<file path="config.mk">
export PLATFORM = sky130hd
export DESIGN_NAME = flop_mul_pipe
export DESIGN_NICKNAME = d
export VERILOG_FILES = /design/src/rtl/flop_mul_pipe.sv
export SDC_FILE = /design/constraint.sdc
export NUM_CORES = 1
export LEC_CHECK = 0
export CAP_MARGIN = 10
export CORE_ASPECT_RATIO = 0.9
export CORE_MARGIN = 5
export CORE_UTILIZATION = 30
export CTS_CLUSTER_SIZE = 12
export DETAILED_ROUTE_END_ITERATION = 8
export PLACE_DENSITY = 0.51
export SETUP_SLACK_MARGIN = 0.02
export SLEW_MARGIN = 20
export SYNTH_ARGS = -nofsm -noshare
export SYNTH_HDL_FRONTEND = slang
export SYNTH_SLANG_ARGS = --single-unit
</file>
<file path="constraint.sdc">
create_clock -name clk -period 12.1 [get_ports clk]
set_input_delay 1.815 -clock clk [delete_from_list [all_inputs] [get_ports clk]]
set_output_delay 1.815 -clock clk [all_outputs]
set_load 0.02 [all_outputs]
</file>
<file path="src/rtl/flop_mul_pipe.sv">
// flop_mul_pipe: three-stage pipelined floating-point multiplier with
// valid/ready backpressure, special-case handling and exception flags.
// Optional feature macro: FLOP_MUL_RNE_EN (round-to-nearest-even); when
// undefined the mantissa is truncated toward zero.
module flop_mul_pipe #(
    parameter int unsigned EXP_W = 5,
    parameter int unsigned MAN_W = 10
) (
    input  logic                   clk,
    input  logic                   rst_n,
    input  logic                   in_valid,
    output logic                   in_ready,
    input  logic [EXP_W+MAN_W:0]   flp_a,
    input  logic [EXP_W+MAN_W:0]   flp_b,
    output logic                   out_valid,
    input  logic                   out_ready,
    output logic [EXP_W+MAN_W:0]   prod,
    output logic [3:0]             flags
);

    localparam int unsigned W   = EXP_W + MAN_W + 1;
    localparam int unsigned EW2 = EXP_W + 2;
    localparam int unsigned PW  = 2 * MAN_W + 2;

    localparam logic [EW2-1:0]   BIAS_X   = EW2'((1 << (EXP_W - 1)) - 1);
    localparam logic [EW2-1:0]   EXP_ONES = EW2'((1 << EXP_W) - 1);
    localparam logic [MAN_W-1:0] QNAN_MAN = {1'b1, (MAN_W-1)'(0)};

    // Whole pipeline moves together; it only freezes on a held result.
    logic advance;

    // Operand fields and classes
    logic             a_sign, b_sign;
    logic [EXP_W-1:0] a_exp, b_exp;
    logic [MAN_W-1:0] a_man, b_man;
    logic             a_zero, b_zero, a_inf, b_inf, a_nan, b_nan;

    // Stage 1 registers
    logic             v1_q, v1_d;
    logic             sign1_q, sign1_d;
    logic             nan1_q, nan1_d;
    logic             inf1_q, inf1_d;
    logic             zero1_q, zero1_d;
    logic [EW2-1:0]   e1_q, e1_d;
    logic [MAN_W-1:0] ma1_q, ma1_d;
    logic [MAN_W-1:0] mb1_q, mb1_d;

    // Stage 2 registers
    logic             v2_q, v2_d;
    logic             sign2_q, sign2_d;
    logic             nan2_q, nan2_d;
    logic             inf2_q, inf2_d;
    logic             zero2_q, zero2_d;
    logic [EW2-1:0]   e2_q, e2_d;
    logic [PW-1:0]    p2_q, p2_d;

    // Stage 3 (output) registers
    logic             out_valid_q, out_valid_d;
    logic [W-1:0]     prod_q, prod_d;
    logic [3:0]       flags_q, flags_d;

    // Stage 3 datapath
    logic             p_msb;
    logic [MAN_W-1:0] man_n;
    logic             guard, sticky, inexact, round_inc, carry;
    logic [MAN_W:0]   man_sum;
    logic [MAN_W-1:0] man_r;
    logic [EW2-1:0]   e_n, e_r;
    logic             ovf, unf;

    assign advance   = ~out_valid_q | out_ready;
    assign in_ready  = advance;
    assign out_valid = out_valid_q;
    assign prod      = prod_q;
    assign flags     = flags_q;

    // Split operands into fields and classify them
    always_comb begin
        a_sign = flp_a[W-1];
        b_sign = flp_b[W-1];
        a_exp  = flp_a[W-2 -: EXP_W];
        b_exp  = flp_b[W-2 -: EXP_W];
        a_man  = flp_a[MAN_W-1:0];
        b_man  = flp_b[MAN_W-1:0];
        a_zero = (a_exp == '0);
        b_zero = (b_exp == '0);
        a_inf  = (&a_exp) & ~(|a_man);
        b_inf  = (&b_exp) & ~(|b_man);
        a_nan  = (&a_exp) & (|a_man);
        b_nan  = (&b_exp) & (|b_man);
    end

    // S1: sign, special class and biased exponent sum
    always_comb begin
        v1_d    = v1_q;
        sign1_d = sign1_q;
        nan1_d  = nan1_q;
        inf1_d  = inf1_q;
        zero1_d = zero1_q;
        e1_d    = e1_q;
        ma1_d   = ma1_q;
        mb1_d   = mb1_q;
        if (advance) begin
            v1_d    = in_valid;
            sign1_d = a_sign ^ b_sign;
            nan1_d  = a_nan | b_nan | (a_inf & b_zero) | (a_zero & b_inf);
            inf1_d  = a_inf | b_inf;
            zero1_d = a_zero | b_zero;
            e1_d    = {2'b00, a_exp} + {2'b00, b_exp} - BIAS_X;
            ma1_d   = a_man;
            mb1_d   = b_man;
        end
    end

    // S2: mantissa product including hidden bits
    always_comb begin
        v2_d    = v2_q;
        sign2_d = sign2_q;
        nan2_d  = nan2_q;
        inf2_d  = inf2_q;
        zero2_d = zero2_q;
        e2_d    = e2_q;
        p2_d    = p2_q;
        if (advance) begin
            v2_d    = v1_q;
            sign2_d = sign1_q;
            nan2_d  = nan1_q;
            inf2_d  = inf1_q;
            zero2_d = zero1_q;
            e2_d    = e1_q;
            p2_d    = PW'({1'b1, ma1_q}) * PW'({1'b1, mb1_q});
        end
    end

    // S3: normalise, round, range check and special selection
    always_comb begin
        p_msb  = p2_q[PW-1];
        man_n  = p_msb ? p2_q[PW-2 -: MAN_W] : p2_q[PW-3 -: MAN_W];
        guard  = p_msb ? p2_q[PW-2-MAN_W] : p2_q[PW-3-MAN_W];
        sticky = p_msb ? (|p2_q[PW-3-MAN_W:0]) : (|p2_q[PW-4-MAN_W:0]);
        inexact = guard | sticky;
        e_n    = e2_q + EW2'(p_msb);
`ifdef FLOP_MUL_RNE_EN
        round_inc = guard & (sticky | man_n[0]);
`else
        round_inc = 1'b0;
`endif
        man_sum = {1'b0, man_n} + (MAN_W+1)'(round_inc);
        carry   = man_sum[MAN_W];
        man_r   = carry ? '0 : man_sum[MAN_W-1:0];
        e_r     = e_n + EW2'(carry);
        ovf     = ($signed(e_r) >= $signed(EXP_ONES));
        unf     = e_r[EW2-1] | (e_r == '0);

        out_valid_d = out_valid_q;
        prod_d      = prod_q;
        flags_d     = flags_q;
        if (advance) begin
            out_valid_d = v2_q;
            if (v2_q) begin
                if (nan2_q) begin
                    prod_d  = {1'b0, {EXP_W{1'b1}}, QNAN_MAN};
                    flags_d = 4'b1000;
                end else if (inf2_q) begin
                    prod_d  = {sign2_q, {EXP_W{1'b1}}, {MAN_W{1'b0}}};
                    flags_d = 4'b0000;
                end else if (zero2_q) begin
                    prod_d  = {sign2_q, {(W-1){1'b0}}};
                    flags_d = 4'b0000;
                end else if (ovf) begin
                    prod_d  = {sign2_q, {EXP_W{1'b1}}, {MAN_W{1'b0}}};
                    flags_d = 4'b0101;
                end else if (unf) begin
                    prod_d  = {sign2_q, {(W-1){1'b0}}};
                    flags_d = 4'b0011;
                end else begin
                    prod_d  = {sign2_q, e_r[EXP_W-1:0], man_r};
                    flags_d = {3'b000, inexact};
                end
            end
        end
    end

    // Pipeline state registers, cleared asynchronously
    always_ff @(posedge clk or negedge rst_n) begin
        if (!rst_n) begin
            v1_q        <= 1'b0;
            sign1_q     <= 1'b0;
            nan1_q      <= 1'b0;
            inf1_q      <= 1'b0;
            zero1_q     <= 1'b0;
            e1_q        <= '0;
            ma1_q       <= '0;
            mb1_q       <= '0;
            v2_q        <= 1'b0;
            sign2_q     <= 1'b0;
            nan2_q      <= 1'b0;
            inf2_q      <= 1'b0;
            zero2_q     <= 1'b0;
            e2_q        <= '0;
            p2_q        <= '0;
            out_valid_q <= 1'b0;
            prod_q      <= '0;
            flags_q     <= '0;
        end else begin
            v1_q        <= v1_d;
            sign1_q     <= sign1_d;
            nan1_q      <= nan1_d;
            inf1_q      <= inf1_d;
            zero1_q     <= zero1_d;
            e1_q        <= e1_d;
            ma1_q       <= ma1_d;
            mb1_q       <= mb1_d;
            v2_q        <= v2_d;
            sign2_q     <= sign2_d;
            nan2_q      <= nan2_d;
            inf2_q      <= inf2_d;
            zero2_q     <= zero2_d;
            e2_q        <= e2_d;
            p2_q        <= p2_d;
            out_valid_q <= out_valid_d;
            prod_q      <= prod_d;
            flags_q     <= flags_d;
        end
    end

endmodule
</file>
* After elaboration in Yosys (flattened, before gate mapping)
Cells that the tools add are included.
** Storage, ports and cells
- Bits in registers :: 87
- Bits of input ports :: 36
- Output and inout port bits :: 22
- Word-level logic and storage cells :: 64
** Cells by class
- $add $sub $neg :: 3
- $mul :: 1
- Magnitude comparators :: 1
- Muxes and demuxes :: 13
- Bitwise logic cells :: 18
- Reductions and logical operators :: 10
** Operators with widths (count)
- $mux W15 :: 4
- $reduce_or A10 Y1 :: 3
- $mul A11 B11 Y22 :: 1
- $mux W16 :: 1
- $logic_not A5 Y1 :: 2
- $mux W10 :: 1
- $reduce_and A5 Y1 :: 2
- $mux W3 :: 3
- $reduce_or A9 Y1 :: 1
- $or A1 B1 Y1 :: 8
- $add A7 B1 Y7 :: 1
- $ge A7 B6 Y1 const B :: 1
- $logic_not A7 Y1 :: 1
- $sub A6 B4 Y7 const B :: 1
- $add A5 B5 Y6 :: 1
- $and A1 B1 Y1 :: 6
- $mux W4 :: 1
- $not A1 Y1 :: 3
- $mux W1 :: 2
- $mux W2 :: 1
- $reduce_and A2 Y1 :: 1
- $xor A1 B1 Y1 :: 1

* Longest topological paths before layout
Gate-level depths: netlist (run 1).
- Depth after elaboration :: 8
- Depth in mapped cells :: 19
- Gate-level depth less buffers :: 18

* Worst setup path before layout (run 1)
Ideal clock, no wire load.
- Kind :: reg2reg
- Start point :: reg ma1_q[7]
- End point :: reg p2_q[21]
- Library setup time :: 69 ps
- Arrival :: 4995 ps
- Required time :: 12031 ps
- Path slack :: 7036 ps
- Cell stages (with the launch flop) :: 20
- Buffers on the path :: 1
- Clock period less this slack :: 5064 ps
- Path through :: dfrtp_1 > clkbuf_1 > nand2_1 > fa_1 > inv_1 > fa_1 > inv_1 > fa_1 > inv_1 > fa_1 > inv_1 > fa_1 > inv_1 > ha_1 > o21a_1 > o211ai_1 > a31oi_1 > o2111ai_1 > or4_1 > nand3_1
** On the way
- Cells in the longest elaborated chain, start to end :: 1
** RTL lines
- from (decl) :: line 45 : logic [MAN_W-1:0] ma1_q, ma1_d;
- from (signal assigned) :: line 212 : ma1_q <= ma1_d;
- $mul A11 B11 Y22 :: line 131 : p2_d = PW'({1'b1, ma1_q}) * PW'({1'b1, mb1_q});
- to (signal assigned) :: line 220 : p2_q <= p2_d;
- to (decl) :: line 55 : logic [PW-1:0] p2_q, p2_d;
Every way passes these cells.
A chain may end at the register's enable or synchronous reset.

* Worst setup path after layout (run 1)
- Start point :: in out_ready
- End point :: out in_ready
** On the way
- Cells in the longest elaborated chain, start to end :: 1
** RTL lines
- from (decl) :: line 16 : input logic out_ready,
- $or A1 B1 Y1 :: line 71 : assign advance = ~out_valid_q | out_ready;
- to (decl) :: line 12 : output logic in_ready,
Every way passes these cells.

==> metrics.csv, run 1 <==
metric;value;unit
start_util;30.3;%
cts_root_buf;clkbuf_16;
final_area;0.00902;mm²
track_usage;12.4;%
relSlewSlack;40.0;%
crit_top_cell;clkdlybuf4s50_1;
period_share;47.1;%
final.setup_skew;8.35;ps
die_h;163;µm
clock_sinks;87;
end_kind;output port;
fin_tns_setup;0;ps
antenna_found_initial;0;
worst_slack;6400;ps
core_area;0.0259;mm²
dr.pass1.iters;4;
synth_area;0.00785;mm²
htree_levels;3;
routed_wl;17800;µm
synth_cell_type_count;53;
cpPeakStageDelay;630;ps
wl_per_cell;14.2;µm
fp.dieW;180;µm
min_from;v1_q;
syn_area_per_cell;8.95;µm²
synth_ff_type;dfrtp_1;
io_buffers;57;
ys_seq_elements;87;
post_cts_resized;0;
ant_nets;0;
setup_violations;0;
diodes;0;
seq_area;0.00218;mm²
top_level_ports;58;
postCtsSetupRepairBufs;0;
seq_area_frac_synth;27.7;%
tightest_slew;900;ps
nets;1093;
syn-num-nets;1064;
r2r-start;ma1_q[7];
rsz0062_at_grt;no;
routed_via_density;4.66;
synthCells;877;
postCtsHoldBufs;0;
dp_slack;6340;ps
multi_input_area;0.00503;mm²
layout_commonest_cell;nand2_1;
dpl_cell_area;0.00872;mm²
required;10280;ps
cts.clk_slew.worst_paths;60;ps
numCtsBuffers;9;
cpLargestDelayFamily;buffers and inverters;
place_congestion;0.797;
hold_viol;0;
drc_errors;0;
startpoint_type;input port;
crit_type;input port to output port;
slew_violations;0;
cp.arrival;3890;ps
grt_pass1_vias;5979;
cts_tree;done;
drive_gt1_share;3.84;%
cp_max_fo;63;
yosysWarningCount;0;
outcome;finished, final reports clean;
hpwl;13900;µm
gr-total-overflow;0;
hp-class;flip-flop to flip-flop;
path_cells;clkdlybuf4s50_1 > nor2b_4 > buf_4 > inv_2 > clkdlybuf4s50_1;
synth_edf_count;0;
final_cell_mix;nand2_1, inv_1, dfrtp_1, fa_1, ha_1;
grt_pass1_wl;30300;µm
ys_async_sr_fraction;100;%
vias;5870;
grt_max_degree;71;
rows;56;
areaGrowthSynthToFinish;14.9;%
die-area;0.0295;mm²
period_needed;5700;ps
fillers;2744;
cp.buffers_inverters;4;
clockBufferDepth;2;
clkLatencyLatePin;350;ps
slowest_stage;clkdlybuf4s50_1;
worstSetupStartpoint;out_ready;
drt_iter0_drc;257;
max_freq;175;MHz
max_cap_viol_count;0;
==> per-stage QoR <==
| step | cells | hold WS, ps | utilization, % |
|---|---|---|---|
| after floorplan | 877 | 439 | - |
| after global placement | 1243 | 453 | 33.6 |
| after detailed placement | 1243 | 456 | 33.6 |
| after CTS | 1259 | 473 | 34.8 |
| after global routing | 1259 | 487 | 34.8 |
| final | 1259 | 468 | 34.8 |
==> flip-flops by register name (all words and copies together), names as in the netlist <==
name	flops
inf1_q	1
e2_q	7
nan1_q	1
ma1_q	10
v1_q	1
zero2_q	1
v2_q	1
nan2_q	1
out_valid	1
sign2_q	1
p2_q	22
inf2_q	1
flags	4
sign1_q	1
mb1_q	10
prod	16
zero1_q	1
e1_q	7
==> cell usage after synthesis (all sizes together) (11+ instances only) <==
cell | instances | area [µm²]
xor2 | 12 | 105
and2 | 43 | 273
inv | 129 | 484
nor2 | 29 | 111
dfrtp | 87 | 2180
ha | 70 | 876
nand3 | 12 | 60.1
a21oi | 26 | 130
clkbuf | 39 | 146
nand2 | 184 | 691
o21ai | 37 | 185
fa | 81 | 1620
xnor2 | 11 | 96.3
==> layout make-up <==
cell class / instances / area share, %
clock buffer: 11 / 2.58
clock inverter: 5 / 0.735
inverter: 129 / 5.37
multi-input combinational: 619 / 55.8
sequential: 87 / 24.1
tap: 348 / 4.83
timing repair buffer: 60 / 6.55
==> cells by family (layout without fill, tap and decap cells) <==
kind of cell	count (synthesis)	count (layout)	synth area share, %
AOI/OAI and AO/OA	119	119	9.84
xor gates and xnor gates	23	23	2.57
adders and majority gates	151	151	31.8
buffers and inverters	171	205	8.27
DFF	87	87	27.7
muxes	11	11	1.55
and+or+nand+nor	315	315	18.2
==> path summary, 6_finish.rpt <==
kind | to | slack (ps) | cells past startpoint
max | in_ready | 6400 | 5
min | v1_q | 470 | 2
max reg2reg | p2_q[21] | 6690 | 18
min reg2reg | v1_q | 470 | 2
max in group asynchronous | prod[1] | 9600 | 2
min in group asynchronous | ma1_q[8] | 1330 | 1
==> metal layers <==
metal	vias up	GRT usage, %	share of wire, %
met5	-	0	0
met3	10	1.94	2.2
met1	2931	17.5	48
met4	0	2.06	0.66
met2	52	20.8	49
li1	2877	-	-
==> worst min-delay path, cell delays in order, from the launching register on <==
cell     delay [ps]
dfrtp_1         340
nand2_1          50
nand2_1          50
Power of run 1 is not shown: default switching activity piles up to over one toggle a cycle in this logic, so the estimate is an artifact.
==> run 2: changes to the inputs <==
Clock period 12.1 ns to 5.6 ns, I/O delays scaled along.
==> metrics.csv, run 2 (synthesis results as in run 1) <==
metric;value;unit
outcome;finished, final reports clean;
end_kind;flip-flop;
antenna_found_initial;0;
layout_commonest_cell;nand2_1;
cts_root_buf;clkbuf_16;
rsz0062_at_grt;no;
timing.rr.end;p2_q[21];
die-area;0.0295;mm²
cp_max_fo;12;
fillers;2764;
crit_type;flip-flop to flip-flop;
startpoint_type;flip-flop;
die_h;163;µm
setup_violations;0;
post_cts_resized;0;
grt_pass1_vias;6093;
track_usage;12.8;%
period_needed;5190;ps
diodes;0;
core_area;0.0259;mm²
start_util;30.3;%
drt_iter0_drc;252;
hold_viol;0;
grt_pass1_wl;30900;µm
cpPeakStageDelay;610;ps
io_buffers;57;
gr-total-overflow;0;
dpl_cell_area;0.00874;mm²
rr_worst_depth;18;
rows;56;
largest_reg_flops;22;
max_cap_viol_count;0;
hp-class;input port to async pin;
postCtsHoldBufs;0;
slowest_stage;dfrtp_1;
clock_sinks;87;
wl_per_cell;14.5;µm
dr.pass1.iters;4;
final_area;0.00906;mm²
grt_max_degree;74;
relSlewSlack;42.2;%
clkLatencyLatePin;360;ps
areaGrowthSynthToFinish;15.4;%
hpwl;14300;µm
cp.arrival;5480;ps
drc_errors;0;
final_cell_mix;nand2_1, inv_1, dfrtp_1, fa_1, ha_1;
postCtsSetupRepairBufs;0;
cts.clk_slew.worst_paths;80;ps
path_cells;nand2_1 > fa_1 > inv_1 > fa_1 > inv_1 > fa_1 > inv_1 > fa_1 > inv_1 > fa_1 > inv_1 > ha_1 > o21a_1 > o211ai_1 > a31oi_1 > o2111ai_1 > or4_1 > nand3_1;
vias;5913;
tightest_slew;868;ps
final.setup_skew;16.1;ps
top_level_ports;58;
r2r_slack;410;ps
routed_wl;18300;µm
fp.dieW;180;µm
fin_tns_setup;0;ps
cts_tree;done;
nets;1096;
ant_nets;0;
place_congestion;0.839;
slew_violations;0;
htree_levels;3;
clockBufferDepth;2;
numCtsBuffers;9;
r2r-start;mb1_q[3];
required;5890;ps
routed_via_density;4.69;
top_register;p2_q;
period_share;92.7;%
drive_gt1_share;4.38;%
max_freq;193;MHz
## run 2: through the flow
| step | hold slack (ps) | util [%] | setup slack (ps) | instances |
|---|---|---|---|---|
| 5_1_grt | 380 | 34.9 | 100 | 1262 |
| 4_1_cts | 357 | 34.9 | 389 | 1262 |
| 2_1_floorplan | 439 | - | 536 | 877 |
| 3_5_place_dp | 458 | 33.7 | 423 | 1246 |
| 3_3_place_gp | 452 | 33.7 | 462 | 1246 |
| 6_report | 362 | 34.9 | 407 | 1262 |
## run 2: worst max-delay path: cells and delay by family (launching register included)
| kind | cells | cell delay [ps] |
|---|---|---|
| AOI/OAI and AO/OA | 4 | 680 |
| adders and majority gates | 6 | 2830 |
| DFF | 1 | 610 |
| and+or+nand+nor | 3 | 760 |
| buffers and inverters | 5 | 240 |
## run 2: per-layer routing
| layer | part of all wire [%] | wire length (µm) | GRT usage [%] | vias up |
|---|---|---|---|---|
| met5 | 0 | 0 | 0 | - |
| met4 | 1.3 | 240 | 3.06 | 0 |
| met3 | 2.7 | 491 | 1.65 | 12 |
| met2 | 49 | 8900 | 21.8 | 70 |
| met1 | 47 | 8630 | 17.5 | 2948 |
| li1 | - | - | - | 2883 |
## run 2: worst max-delay path by stage
stage | from | endpoint | slack [ps] | cells after the start
after global placement | ma1_q[8] | p2_q[21] | 460 | 16
after global routing | ma1_q[8] | p2_q[21] | 100 | 16
after floorplan | ma1_q[7] | p2_q[21] | 540 | 19
after CTS | ma1_q[8] | p2_q[21] | 390 | 16
after detailed placement | ma1_q[8] | p2_q[21] | 420 | 16
final | mb1_q[3] | p2_q[21] | 410 | 18
## run 2: final cells by class
| class | count | area (µm²) | share of cell area [%] |
|---|---|---|---|
| clock buffers | 9 | 225 | 2.49 |
| clock inverters | 7 | 91.3 | 1.01 |
| inverters | 129 | 484 | 5.35 |
| multi-input cells | 619 | 5030 | 55.5 |
| flip-flops and latches | 87 | 2180 | 24.0 |
| well taps | 348 | 435 | 4.81 |
| repair buffers | 63 | 613 | 6.77 |
Power of run 2 is left out for the same reason.
